File: config.mk
export PLATFORM = sky130hd
export DESIGN_NAME = blob_centroid_tracker
export DESIGN_NICKNAME = d
export VERILOG_FILES = /design/src/rtl/blob_pkg.sv /design/src/rtl/seq_divider.sv /design/src/rtl/blob_centroid_tracker.sv
export SDC_FILE = /design/constraint.sdc
export NUM_CORES = 1
export LEC_CHECK = 0
export BUFFER_PORTS_ARGS = -buffer_cell sky130_fd_sc_hd__buf_2
export CORE_ASPECT_RATIO = 0.5
export CORE_MARGIN = 5
export CORE_UTILIZATION = 58
export CTS_BUF_LIST = sky130_fd_sc_hd__clkbuf_8 sky130_fd_sc_hd__clkbuf_16
export DETAILED_ROUTE_END_ITERATION = 8
export PLACE_DENSITY = 0.8
export SLEW_MARGIN = 15
export SYNTH_ARGS = -nofsm -noshare
export SYNTH_HDL_FRONTEND = slang
export SYNTH_SLANG_ARGS = --single-unit
File: constraint.sdc
create_clock -name CLK -period 6.8 [get_ports CLK]
set_input_delay 0.68 -clock CLK [delete_from_list [all_inputs] [get_ports CLK]]
set_output_delay 0.68 -clock CLK [all_outputs]
set_load 0.05 [all_outputs]
File: src/rtl/blob_pkg.sv
// Shared types and constants for the blob centroid tracker.
// Optional bounding-box tracking is enabled in the top with BLOB_BBOX_EN.
package blob_pkg;

  localparam int unsigned SUM_W   = 28;
  localparam int unsigned CNT_W   = 19;
  localparam int unsigned COORD_W = 11;
  localparam int unsigned CENT_W  = 10;

  // Bit positions inside the steering word
  localparam int unsigned UP    = 3;
  localparam int unsigned DOWN  = 2;
  localparam int unsigned LEFT  = 1;
  localparam int unsigned RIGHT = 0;

  typedef enum logic [1:0] {ACCUM, DIV_X, DIV_Y, PUBLISH} state_t;

  typedef struct packed {
    logic [CNT_W-1:0] cnt;
    logic [SUM_W-1:0] sx;
    logic [SUM_W-1:0] sy;
  } acc_t;

  typedef struct packed {
    logic [CENT_W-1:0] xmin;
    logic [CENT_W-1:0] xmax;
    logic [CENT_W-1:0] ymin;
    logic [CENT_W-1:0] ymax;
  } bbox_t;

endpackage

File: src/rtl/seq_divider.sv
// Restoring unsigned divider, one quotient bit per cycle, SUM_W cycles per divide.
// The first bit is resolved on the start cycle; done pulses once the quotient is final.
module seq_divider
  import blob_pkg::*;
(
  input  logic             clk,
  input  logic             rst_n,
  input  logic             start,
  input  logic [SUM_W-1:0] dividend,
  input  logic [CNT_W-1:0] divisor,
  output logic             busy,
  output logic             done,
  output logic [SUM_W-1:0] quotient
);

  localparam int unsigned STEP_W = $clog2(SUM_W + 1);

  logic [CNT_W-1:0]  rem;
  logic [CNT_W-1:0]  dvsr;
  logic [STEP_W-1:0] steps;

  logic [CNT_W-1:0]  rem_in_c;
  logic [CNT_W-1:0]  dvsr_in_c;
  logic [SUM_W-1:0]  quo_in_c;
  logic [CNT_W:0]    rem_sh_c;
  logic              qbit_c;
  logic [CNT_W-1:0]  rem_nx_c;
  logic [SUM_W-1:0]  quo_nx_c;

  // One restoring step; the quotient shifts into the dividend register
  always_comb begin
    rem_in_c  = start ? '0 : rem;
    quo_in_c  = start ? dividend : quotient;
    dvsr_in_c = start ? divisor : dvsr;
    rem_sh_c  = {rem_in_c, quo_in_c[SUM_W-1]};
    qbit_c    = rem_sh_c >= {1'b0, dvsr_in_c};
    rem_nx_c  = qbit_c ? CNT_W'(rem_sh_c - {1'b0, dvsr_in_c}) : rem_sh_c[CNT_W-1:0];
    quo_nx_c  = {quo_in_c[SUM_W-2:0], qbit_c};
  end

  always_ff @(posedge clk or negedge rst_n) begin
    if (!rst_n) begin
      rem      <= '0;
      dvsr     <= '0;
      steps    <= '0;
      quotient <= '0;
      busy     <= 1'b0;
      done     <= 1'b0;
    end else begin
      done <= 1'b0;
      if (start) begin
        rem      <= rem_nx_c;
        quotient <= quo_nx_c;
        dvsr     <= divisor;
        steps    <= STEP_W'(SUM_W - 1);
        busy     <= 1'b1;
      end else if (busy) begin
        rem      <= rem_nx_c;
        quotient <= quo_nx_c;
        steps    <= steps - STEP_W'(1);
        if (steps == STEP_W'(1)) begin
          busy <= 1'b0;
          done <= 1'b1;
        end
      end
    end
  end

endmodule

File: src/rtl/blob_centroid_tracker.sv
// Per-frame blob centroid and steering word from a colour-match pixel stream.
// Define BLOB_BBOX_EN to also publish the bounding box of matched pixels.
module blob_centroid_tracker
  import blob_pkg::*;
#(
  parameter int unsigned H_ACTIVE   = 640,
  parameter int unsigned V_ACTIVE   = 480,
  parameter int unsigned MIN_PIXELS = 256,
  parameter int unsigned DEADBAND   = 32
) (
  input  logic               CLK,
  input  logic               Reset,
  input  logic               match,
  input  logic [COORD_W-1:0] X,
  input  logic [COORD_W-1:0] Y,
  input  logic               VGA_VS,
  output logic [CENT_W-1:0]  cent_x,
  output logic [CENT_W-1:0]  cent_y,
  output logic               cent_valid,
  output logic               frame_done,
  output logic               overrun,
  output logic [3:0]         enable
`ifdef BLOB_BBOX_EN
  ,
  output logic [CENT_W-1:0]  bbox_xmin,
  output logic [CENT_W-1:0]  bbox_xmax,
  output logic [CENT_W-1:0]  bbox_ymin,
  output logic [CENT_W-1:0]  bbox_ymax
`endif
);

  localparam int unsigned SW1 = SUM_W + 1;
  localparam logic [CENT_W-1:0] LEFT_EDGE  = CENT_W'(H_ACTIVE / 2 - DEADBAND);
  localparam logic [CENT_W-1:0] RIGHT_EDGE = CENT_W'(H_ACTIVE / 2 + DEADBAND);
  localparam logic [CENT_W-1:0] UP_EDGE    = CENT_W'(V_ACTIVE / 2 - DEADBAND);
  localparam logic [CENT_W-1:0] DOWN_EDGE  = CENT_W'(V_ACTIVE / 2 + DEADBAND);

  state_t            state, next_state;
  logic              vs_q;
  logic              frame_end_c;
  logic              pix_ok_c;
  logic              frame_ok_c;
  acc_t              acc, acc_nx_c;
  logic [SW1-1:0]    sx_sum_c, sy_sum_c;
  logic [CNT_W-1:0]  snap_cnt;
  logic [SUM_W-1:0]  snap_sy;
  logic              snap_valid;
  logic [CENT_W-1:0] qx;

  logic              div_start_c;
  logic [SUM_W-1:0]  div_dividend_c;
  logic [CNT_W-1:0]  div_divisor_c;
  logic              div_busy, div_done;
  logic [SUM_W-1:0]  div_quotient;
  logic              unused_c;

  function automatic logic [3:0] steer(input logic [CENT_W-1:0] cx, input logic [CENT_W-1:0] cy);
    logic [3:0] en;
    en        = '0;
    en[UP]    = cy < UP_EDGE;
    en[DOWN]  = cy > DOWN_EDGE;
    en[LEFT]  = cx < LEFT_EDGE;
    en[RIGHT] = cx > RIGHT_EDGE;
    return en;
  endfunction

  assign frame_end_c = vs_q & ~VGA_VS;
  assign pix_ok_c    = match & VGA_VS & (X < COORD_W'(H_ACTIVE)) & (Y < COORD_W'(V_ACTIVE));
  assign frame_ok_c  = acc_nx_c.cnt >= CNT_W'(MIN_PIXELS);
  assign unused_c    = ^{div_busy, div_quotient[SUM_W-1:CENT_W]};

  // Saturating accumulation of the current pixel
  always_comb begin
    acc_nx_c = acc;
    sx_sum_c = {1'b0, acc.sx} + SW1'(X);
    sy_sum_c = {1'b0, acc.sy} + SW1'(Y);
    if (pix_ok_c) begin
      if (acc.cnt != '1) acc_nx_c.cnt = acc.cnt + CNT_W'(1);
      acc_nx_c.sx = sx_sum_c[SUM_W] ? '1 : sx_sum_c[SUM_W-1:0];
      acc_nx_c.sy = sy_sum_c[SUM_W] ? '1 : sy_sum_c[SUM_W-1:0];
    end
  end

  always_ff @(posedge CLK or negedge Reset) begin
    if (!Reset) begin
      vs_q       <= 1'b0;
      acc        <= '0;
      snap_cnt   <= '0;
      snap_sy    <= '0;
      snap_valid <= 1'b0;
    end else begin
      vs_q <= VGA_VS;
      acc  <= frame_end_c ? '0 : acc_nx_c;
      if (frame_end_c && state == ACCUM) begin
        snap_cnt   <= acc_nx_c.cnt;
        snap_sy    <= acc_nx_c.sy;
        snap_valid <= frame_ok_c;
      end
    end
  end

  always_ff @(posedge CLK or negedge Reset) begin
    if (!Reset) state <= ACCUM;
    else        state <= next_state;
  end

  // X divide starts straight from the boundary snapshot; Y reuses the divider
  always_comb begin
    next_state     = state;
    div_start_c    = 1'b0;
    div_dividend_c = snap_sy;
    div_divisor_c  = snap_cnt;
    case (state)
      ACCUM: begin
        if (frame_end_c) begin
          if (frame_ok_c) begin
            next_state     = DIV_X;
            div_start_c    = 1'b1;
            div_dividend_c = acc_nx_c.sx;
            div_divisor_c  = acc_nx_c.cnt;
          end else begin
            next_state = PUBLISH;
          end
        end
      end
      DIV_X: begin
        if (div_done) begin
          next_state  = DIV_Y;
          div_start_c = 1'b1;
        end
      end
      DIV_Y:   if (div_done) next_state = PUBLISH;
      PUBLISH: next_state = ACCUM;
      default: next_state = ACCUM;
    endcase
  end

  seq_divider u_div (
    .clk      (CLK),
    .rst_n    (Reset),
    .start    (div_start_c),
    .dividend (div_dividend_c),
    .divisor  (div_divisor_c),
    .busy     (div_busy),
    .done     (div_done),
    .quotient (div_quotient)
  );

  always_ff @(posedge CLK or negedge Reset) begin
    if (!Reset) begin
      cent_x     <= '0;
      cent_y     <= '0;
      cent_valid <= 1'b0;
      frame_done <= 1'b0;
      overrun    <= 1'b0;
      enable     <= '0;
      qx         <= '0;
    end else begin
      frame_done <= 1'b0;
      if (frame_end_c && state != ACCUM) overrun <= 1'b1;
      if (state == DIV_X && div_done) qx <= div_quotient[CENT_W-1:0];
      if (state == PUBLISH) begin
        frame_done <= 1'b1;
        cent_valid <= snap_valid;
        enable     <= '0;
        if (snap_valid) begin
          cent_x <= qx;
          cent_y <= div_quotient[CENT_W-1:0];
          enable <= steer(qx, div_quotient[CENT_W-1:0]);
        end
      end
    end
  end

`ifdef BLOB_BBOX_EN
  bbox_t box, box_nx_c, box_snap;

  always_comb begin
    box_nx_c = box;
    if (pix_ok_c) begin
      if (X[CENT_W-1:0] < box.xmin) box_nx_c.xmin = X[CENT_W-1:0];
      if (X[CENT_W-1:0] > box.xmax) box_nx_c.xmax = X[CENT_W-1:0];
      if (Y[CENT_W-1:0] < box.ymin) box_nx_c.ymin = Y[CENT_W-1:0];
      if (Y[CENT_W-1:0] > box.ymax) box_nx_c.ymax = Y[CENT_W-1:0];
    end
  end

  // Box restarts empty (min all-ones, max zero) at every frame boundary
  always_ff @(posedge CLK or negedge Reset) begin
    if (!Reset) begin
      box       <= {{CENT_W{1'b1}}, {CENT_W{1'b0}}, {CENT_W{1'b1}}, {CENT_W{1'b0}}};
      box_snap  <= '0;
      bbox_xmin <= '0;
      bbox_xmax <= '0;
      bbox_ymin <= '0;
      bbox_ymax <= '0;
    end else begin
      box <= frame_end_c ? {{CENT_W{1'b1}}, {CENT_W{1'b0}}, {CENT_W{1'b1}}, {CENT_W{1'b0}}}
                         : box_nx_c;
      if (frame_end_c && state == ACCUM) box_snap <= box_nx_c;
      if (state == PUBLISH) begin
        bbox_xmin <= snap_valid ? box_snap.xmin : '0;
        bbox_xmax <= snap_valid ? box_snap.xmax : '0;
        bbox_ymin <= snap_valid ? box_snap.ymin : '0;
        bbox_ymax <= snap_valid ? box_snap.ymax : '0;
      end
    end
  end
`endif

endmodule

Yosys cells after proc, flatten, opt, wreduce, memory -nomap -nowiden
Cells that the tools add are included.
Word-level totals
  input bits: 26
  flip-flop bits (word level): 236
  word-level logic and storage cells: 93
Cells by class
  reductions and logical operators: 8
  bitwise operators: 5
  equal/unequal tests: 8
  mux-type cells: 38
  $lt $le $gt $ge: 8
  add/subtract/negate cells: 5
Operators with widths (count)
  $mux 28: 8
  $mux 19: 9
  $mux 75: 2
  $add 28x11->29: 2
  $ge 20x19->1: 1
  $gt 10x9->1 const B: 2
  $add 19x1->19 const B: 1
  $ge 19x9->1 const B: 1
  $ne 19x19->1 const B: 1
  $sub 19x19->19: 1
  $lt 11x10->1 const B: 1
  $lt 11x9->1 const B: 1
  $lt 10x8->1 const B: 1
  $lt 10x9->1 const B: 1
  $mux 1: 10
  $mux 5: 2
  $mux 2: 4
  $pmux 2 s4: 1
  $eq 5x1->1 const B: 1
  $sub 5x1->5 const B: 1
  $and 1x1->1: 4
  $eq 2x2->1 const B: 2
  $mux 4: 1
  $ne 2x1->1 const B: 2
  9 further kinds: 12

Depth between registers and ports, before layout
Gate-level depths: netlist of the first run.
  word-level depth: 13
  depth in mapped cells: 25

Cells and area by module
From an unflattened synthesis of the first run, not the netlist that was laid out.
Second synthesis, totals
  cell total of the unflattened synthesis: 1357
  area total of the unflattened synthesis: 13007.5 um^2
Modules (own cells, without submodules)
  blob_centroid_tracker: times used 1, area an instance 8652.0 um^2, cells an instance 917, seq. area each 4078.9 um^2
  seq_divider: times used 1, area an instance 4355.4 um^2, cells an instance 440, seq. area each 1826.8 um^2

Worst setup path before layout of the first run
OpenSTA, ideal clock, no wires.
  path kind: input port to flip-flop
  from: input X[10]
  to: register u_div.rem[7]
  cell stages on the path: 24
  slack: 1.576 ns
  arrival: 5.138 ns
  library setup time: 0.087 ns
  cell sequence: nor4b_2 nand4_1 buf_2 a2111oi_2 xnor2_1 nand4_2 o21ai_2 buf_4 clkbuf_1 and3_1 a21oi_1 ha_1 fa_1 inv_1 a21oi_1 o21ai_1 a41oi_1 o21ai_0 o31a_1 a31o_2 buf_2 buf_1 nand3_1 o211ai_1
On the way
  cells in the longest elaborated chain, start to end: 13
  elaborated cells between the ends (all ways): 25
RTL lines
  from (decl): line blob_centroid_tracker.sv:14  | input logic [COORD_W-1:0] X,
  $lt 11x10->1 *: line blob_centroid_tracker.sv:68  | assign pix_ok_c = match & VGA_VS & (X < COORD_W'(H_ACTIVE)) & (Y < COORD_W'(V_ACTIVE));
  $and 1x1->1 * (2 in a row): line blob_centroid_tracker.sv:68
  $mux 75 *: line blob_centroid_tracker.sv:77  | if (pix_ok_c) begin
  $ge 19x9->1: line blob_centroid_tracker.sv:69  | assign frame_ok_c = acc_nx_c.cnt >= CNT_W'(MIN_PIXELS);
  $mux 1 / $mux 19 (equally long branches): line blob_centroid_tracker.sv:116  | if (frame_ok_c) begin
  $mux 1 / $mux 19 (equally long branches): line blob_centroid_tracker.sv:115  | if (frame_end_c) begin
  $pmux 1 s2 / $mux 19 (equally long branches): line blob_centroid_tracker.sv:113  | case (state)
  $mux 19 *: line seq_divider.sv:34  | dvsr_in_c = start ? divisor : dvsr;
  net u_div.dvsr_in_c[0]: line seq_divider.sv:23  | logic [CNT_W-1:0] dvsr_in_c;
  $sub 19x19->19 / $ge 20x19->1 (equally long branches): line seq_divider.sv:37, seq_divider.sv:36
  $mux 19 *: line seq_divider.sv:37  | rem_nx_c = qbit_c ? CNT_W'(rem_sh_c - {1'b0, dvsr_in_c}) : rem_sh_c[CNT_W-1:0];
  $mux 19: line seq_divider.sv:57  | end else if (busy) begin
  $mux 19 *: line seq_divider.sv:51  | if (start) begin
  to (signal assigned): line seq_divider.sv:52  | rem <= rem_nx_c;
  to (signal assigned): line seq_divider.sv:58  | rem <= rem_nx_c;
  to (decl): line seq_divider.sv:18  | logic [CNT_W-1:0] rem;
The timed path passes the listed nets; every way through them passes the cells marked *. The select of a mux whose other input is x is not followed.
A chain may end at the register's enable or synchronous reset.

Worst setup path after layout of the first run
  from: register acc[56] (netlist name)
  to: register u_div.rem[2]
On the way
  cells in the longest elaborated chain, start to end: 12
  elaborated cells between the ends (all ways): 23
RTL lines
  from (decl): line blob_centroid_tracker.sv:43  | acc_t acc, acc_nx_c;
  from (signal assigned): line blob_centroid_tracker.sv:93  | acc <= frame_end_c ? '0 : acc_nx_c;
  $add 19x1->19 / $ne 19x19->1 (equally long branches): line blob_centroid_tracker.sv:78  | if (acc.cnt != '1) acc_nx_c.cnt = acc.cnt + CNT_W'(1);
  $mux 19: line blob_centroid_tracker.sv:78
  $mux 75 *: line blob_centroid_tracker.sv:77
  $ge 19x9->1: line blob_centroid_tracker.sv:69
  $mux 1, or another cell as far along: line blob_centroid_tracker.sv:116
  $mux 1, or another cell as far along: line blob_centroid_tracker.sv:115
  $pmux 1 s2, or another cell as far along: line blob_centroid_tracker.sv:113
  $mux 28, or another cell as far along: line seq_divider.sv:33  | quo_in_c = start ? dividend : quotient;
  $sub 19x19->19 / $ge 20x19->1 (equally long branches): line seq_divider.sv:37, seq_divider.sv:36
  $mux 19: line seq_divider.sv:37
  $mux 19: line seq_divider.sv:57
  $mux 19: line seq_divider.sv:51
Mark *: on every way between the ends. The rest lies on a longest branch, timed or not. The select of a mux whose other input is x is not followed.

==> results of run 1 <==
[registers in the layout, indices dropped and copies added, names as in the netlist]
name	cells
u_div.busy	1
cent_x	10
frame_done	1
cent_valid	1
acc	75
u_div.steps	5
overrun	1
enable	4
u_div.rem	19
qx	10
u_div.dvsr	19
cent_y	10
vs_q	1
u_div.done	1
snap_cnt	19
snap_sy	28
snap_valid	1
u_div.quotient	28
state	2
[cell families (layout without fill, tap and decap cells)]
logic type               after synthesis  count (layout)  synth area share, %
flip-flops                           236             236                 45.3
AND/OR/NAND/NOR                      538             538                 18.8
XOR/XNOR                              75              75                 5.04
multiplexers                          57              57                 4.64
adder cells (fa/ha/maj)               51              51                 5.07
AO/OA/AOI/OAI                        332             332                 17.0
buffers and inverters                133             163                 4.18
[routing by layer]
metal,track usage (%),up-vias
met5,0,-
met4,6.69,0
met3,5.16,63
met2,41.2,340
met1,33.8,5197
li1,-,5023
[area by class of cell]
cell class / count / area [sq um] / area share, %
Inverter: 55 / 208 / 1.46
Clock inverter: 14 / 105 / 0.740
Multi-Input combinational cell: 1053 / 6610 / 46.5
Sequential cell: 236 / 5910 / 41.6
Timing Repair Buffer: 68 / 390 / 2.75
Clock buffer: 26 / 606 / 4.27
Tap cell: 300 / 375 / 2.64
[stage by stage]
| stage | std cells | total power [mW] | area, sq um | hold WS, ns | utilization (%) |
|---|---|---|---|---|---|
| after floorplan | 1422 | 1.65 | 13000 | 0.384 | - |
| after global placement | 1712 | 1.74 | 13500 | 0.457 | 61.7 |
| after detailed placement | 1712 | 1.75 | 13500 | 0.468 | 61.7 |
| after CTS | 1752 | 2.96 | 14200 | 0.197 | 64.9 |
| after global routing | 1752 | 3.06 | 14200 | 0.230 | 64.9 |
| final | 1752 | 2.95 | 14200 | 0.151 | 64.9 |
[layout by cell type, fill, tap and decap left out, drive strengths merged, types with 5 or more instances in the layout]
master,n
a2111oi,6
a211oi,19
a21o,22
a21oi,71
a31oi,14
a32oi,16
and2,11
and3,29
buf,68
clkbuf,26
clkinv,7
dfrtp,236
ha,48
inv,60
mux2,24
mux2i,33
nand2,220
nand2b,10
nand3,47
nand4,15
nor2,149
nor2b,5
nor3,28
o211ai,41
o21a,9
o21ai,93
or2,6
xnor2,52
xor2,23
[cells in the mapped netlist (11+ instances only)]
library cell | count | area share, %
and3_1 | 29 | 1.4
o21ai_0 | 75 | 2.9
o21ai_1 | 17 | 0.65
dfrtp_1 | 236 | 45
a211oi_1 | 19 | 1.1
inv_1 | 54 | 1.6
o211ai_1 | 31 | 1.8
mux2i_1 | 33 | 2.5
a21oi_1 | 70 | 2.7
nor2_1 | 149 | 4.3
and2_1 | 11 | 0.53
xnor2_1 | 52 | 3.5
xor2_1 | 23 | 1.5
a21o_1 | 22 | 1.3
a31oi_1 | 14 | 0.67
clkbuf_1 | 55 | 1.6
nand4_1 | 13 | 0.62
nor3_1 | 25 | 0.96
nand3_1 | 46 | 1.8
nand2_1 | 219 | 6.3
a32oi_1 | 16 | 1.1
ha_1 | 48 | 4.6
mux2_2 | 23 | 2.0
[worst max path at each step]
| stage | startpoint | end | slack (ns) | cells past startpoint |
|---|---|---|---|---|
| finish | acc[56]$_DFF_PN0_ | u_div.rem[2]$_DFFE_PN0P_ | 0.60 | 20 |
| global route | acc[56]$_DFF_PN0_ | u_div.rem[2]$_DFFE_PN0P_ | 0.11 | 20 |
| CTS | acc[56]$_DFF_PN0_ | u_div.rem[2]$_DFFE_PN0P_ | 0.69 | 20 |
| detailed placement | X[10] | u_div.rem[2]$_DFFE_PN0P_ | 0.19 | 21 |
| global placement | X[10] | u_div.rem[2]$_DFFE_PN0P_ | 0.50 | 21 |
| floorplan | X[10] | u_div.rem[7]$_DFFE_PN0P_ | 1.58 | 24 |
[where the power goes]
group	internal (mW)	total, mW	switching (mW)
clock network	0.676	1.22	0.549
logic	0.0766	0.247	0.170
registers	1.44	1.48	0.0344
total	2.20	2.95	0.753
==> results.yml, run 1 <==
power:
  ir_drop_v: 0.000154
  powerDensity_nw_per_um2: 208
  power_leakage_nw: 6.69
cts:
  clock_sinks: 236
  insertion_delay_ns: 0.54
  cts_max_level: 1
  clk_path_buf_depth: 3
  cts-root-buf: "clkbuf_16"
  cts_repair_resize_count: 0
  path_clk_slew_ns: 0.07
  post_cts_buffers: 0
  cts_made_buffers: 22
  cts_tree: "built"
  hold_buffers: 0
critical_path:
  path_delay_family: "compound AO/OA/AOI/OAI gates"
  crit_fanout: 35
  endpoint_kind: "register"
  crit_buf_inv: 2
  cp.required_ns: 7.21
  cp_slowest_cell: "or2_1"
  cp-start-kind: "register"
  path_class: "register to register"
  critPathArrivalTime_ns: 6.61
  r2r_start: "acc[56]$_DFF_PN0_"
  slowest_delay_ns: 0.53
  reg2reg_slack_ns: 0.60
  path_cells: "ha_1 -> nand2_1 -> or3_4 -> nor3_1 -> xnor2_1 -> nand4_1 -> o21ai_4 -> buf_4 -> nand2_2 -> nor2_1 -> ha_1 -> a21oi_1 -> o21ai_1 -> a41oi_1 -> o21ai_0 -> o31a_1 -> a31o_2 -> buf_4 -> or2_1 -> o311ai_1"
  r2r_cells: 20
  reg2reg_to: "u_div.rem[2]$_DFFE_PN0P_"
sta:
  period_share_pct: 91.2
  finalSetupViolations: 0
  fin_tns_setup_ns: 0
  drv_slew: 0
  max_freq_mhz: 161
  period_minus_slack_ns: 6.20
  hold_viol_final: 0
  rsz0062_at_grt: "false"
  maxSlewHeadroom_pct: 20.3
  worst_pin_slew_ns: 1.19
  fin_ws_ns: 0.599
  skew_ns: 0.0227
routing:
  drt-initial-drc-count: 786
  via_per_inst: 6.06
  wl_met1_microns: 14200
  wl_met3_microns: 2030
  dr.pass1.iters: 5
  ant_nets: 0
  vias: 10623
  routed.top_layer: "met4"
  wl_met2_microns: 14500
  avgRoutedWirePerCell_microns: 18.0
  wl_microns: 31500
  drc_errors: 0
grt:
  grt_use_total_pct: 24.8
  grt_antenna_before_repair: 0
  grt_pass1_wl_microns: 53000
  gr-total-overflow: 0
  grt_pass1_vias: 10492
  grt_max_degree: 98
synthesis:
  ys_seq_area_share_pct: 45.3
  syn_inst: 1422
  synth_ff_type: "dfrtp_1"
  synth_nets: 1499
  ys_types: 79
  synthArstFlopShare_pct: 100
  synth-seq-cells: 236
  synth-edff-count: 0
  synthesis.area_sq_um: 13000
  ys_warn_count: 0
  syn_avg_cell_area_sq_um: 9.17
place:
  hpwl_microns: 21700
  pre_cts_ws_ns: 0.193
  io_buffers: 52
  gp_congestion: 0.944
die:
  initial_utilization_pct: 59.6
  die_area_sq_um: 25800
  die_w_microns: 222
  rows: 38
  core_sq_um: 21900
  ios: 53
  die_y_microns: 116
finish:
  fillCellCount: 1751
  final_nets: 1513
  area_delta_synth_final_pct: 8.90
  antenna_cells: 0
  drive_above_1_share_pct: 11.4
outcome:
  outcome: "finished clean"
flow_run:
  maxCapViolCount: 0
hold_path:
  min_path_type: "input port to async pin"
No activity file was read; power rests on OpenSTA's default activity.
==> inputs of run 2 (changes only) <==
- CTS_BUF_LIST: sky130_fd_sc_hd__clkbuf_8 sky130_fd_sc_hd__clkbuf_16 -> default
==> run 2 against run 1 <==
  * Setup slack improved by 0.0036 ns
  * Combinational power about the same
  * Clock skew increased by 0.00088 ns
  * Wire length down 0.12%
  * Die area unchanged
  * Global-route usage stayed put
  * Critical path depth unchanged
  * Clock power is essentially flat
  * Largest power group unchanged
==> results.yml, run 2 (synthesis results as in run 1) <==
cts:
  clock_sinks: 236
  cts_tree: "built"
  cts-root-buf: "clkbuf_16"
  insertion_delay_ns: 0.54
  path_clk_slew_ns: 0.07
  cts_repair_resize_count: 0
  hold_buffers: 0
  post_cts_buffers: 0
  cts_made_buffers: 22
  cts_max_level: 1
  clk_path_buf_depth: 3
routing:
  via_per_inst: 6.07
  dr.pass1.iters: 5
  drc_errors: 0
  drt-initial-drc-count: 775
  vias: 10635
  avgRoutedWirePerCell_microns: 18.0
  wl_microns: 31500
  ant_nets: 0
die:
  initial_utilization_pct: 59.6
  die_area_sq_um: 25800
  rows: 38
  die_y_microns: 116
  core_sq_um: 21900
  ios: 53
  die_w_microns: 222
sta:
  period_share_pct: 91.1
  max_freq_mhz: 161
  period_minus_slack_ns: 6.20
  hold_viol_final: 0
  fin_tns_setup_ns: 0
  worst_pin_slew_ns: 1.19
  finalSetupViolations: 0
  rsz0062_at_grt: "false"
  drv_slew: 0
  skew_ns: 0.0236
  maxSlewHeadroom_pct: 20.3
finish:
  antenna_cells: 0
  area_delta_synth_final_pct: 8.90
  regMostFlops: "acc"
  fillCellCount: 1751
  final_area_sq_um: 14200
  final_nets: 1513
  largestRegisters: "acc (75), snap_sy (28), u_div.quotient (28)"
  layout_commonest_cell: "dfrtp_1"
  drive_above_1_share_pct: 11.4
  largest_reg_flops: 75
  mostFrequentLayoutCells: "dfrtp_1 (235), nand2_1 (217), nor2_1 (149), o21ai_0 (75), a21oi_1 (70)"
critical_path:
  r2r_cells: 20
  path_class: "register to register"
  critPathArrivalTime_ns: 6.61
  endpoint_kind: "register"
  cp.required_ns: 7.21
  cp-start-kind: "register"
  crit_fanout: 35
grt:
  grt_pass1_wl_microns: 53000
  grt_use_total_pct: 24.8
  gr-total-overflow: 0
  grt_antenna_before_repair: 0
  grt_max_degree: 98
  grt_pass1_vias: 10492
place:
  hpwl_microns: 21700
  io_buffers: 52
  place_area_sq_um: 13500
  gp_congestion: 0.944
power:
  ir_drop_v: 0.000154
  power_leakage_nw: 6.67
  powerDensity_nw_per_um2: 208
hold_path:
  min_path_type: "input port to async pin"
flow_run:
  maxCapViolCount: 0
outcome:
  outcome: "finished clean"
## run 2: cell types whose count changed in the layout (fill, tap and decap cells not counted), sizes merged
cell / previous run / this run
clkbuf: 26 / 32
inv: 60 / 54
## run 2: layer usage
metal | global-route usage [%] | up-vias | routed length [microns] | part of all wire (%)
li1 | - | 5023 | - | -
met1 | 33.8 | 5201 | 14200 | 45
met2 | 41.2 | 352 | 14500 | 46
met3 | 5.16 | 59 | 1990 | 6.3
met4 | 6.69 | 0 | 766 | 2.4
met5 | 0 | - | 0 | 0
## run 2: path summary, 6_finish.rpt
kind | endpoint | slack (ns) | start
setup / recovery | u_div.rem[2]$_DFFE_PN0P_ | 0.60 | acc[56]$_DFF_PN0_
hold / removal | u_div.rem[17]$_DFFE_PN0P_ | 0.15 | Reset
setup reg to reg | u_div.rem[2]$_DFFE_PN0P_ | 0.60 | acc[56]$_DFF_PN0_
hold reg to reg | snap_cnt[18]$_DFFE_PN0P_ | 0.48 | snap_cnt[18]$_DFFE_PN0P_
max in group asynchronous | acc[28]$_DFF_PN0_ | 5.20 | Reset
min in group CLK | vs_q$_DFF_PN0_ | 0.32 | VGA_VS
## run 2: critical path: stages (launching register included)
cell and delay, ns:
dfrtp_1 0.41, ha_1 0.23, nand2_1 0.14, or3_4 0.39
nor3_1 0.23, xnor2_1 0.21, nand4_1 0.32, o21ai_4 0.44
buf_4 0.27, nand2_2 0.26, nor2_1 0.20, ha_1 0.30
a21oi_1 0.22, o21ai_1 0.16, a41oi_1 0.34, o21ai_0 0.22
o31a_1 0.33, a31o_2 0.26, buf_4 0.25, or2_1 0.53
o311ai_1 0.36
## run 2: area by class of cell
class | count | area [sq um] | share of cell area [%]
tap | 300 | 375 | 2.64
clock buffer | 32 | 628 | 4.42
inverter | 55 | 208 | 1.46
clock inverter | 8 | 82.6 | 0.582
multi-input combinational | 1053 | 6610 | 46.5
timing repair buffer | 68 | 390 | 2.75
sequential | 236 | 5910 | 41.6
## run 2: per-stage QoR
stage               setup WS [ns]  util (%)  hold slack [ns]  instances  total power, mW
finish                      0.603      64.9            0.151       1752             2.96
floorplan                    1.58         -            0.384       1422             1.65
global placement            0.500      61.7            0.457       1712             1.74
CTS                         0.688      64.9            0.197       1752             2.97
detailed placement          0.193      61.7            0.468       1712             1.75
global route                0.114      64.9            0.230       1752             3.07
## run 2: where the power goes
| group | internal [mW] | switching, mW |
|---|---|---|
| Sequential | 1.44 | 0.0342 |
| Clock | 0.685 | 0.549 |
| Combinational | 0.0766 | 0.170 |
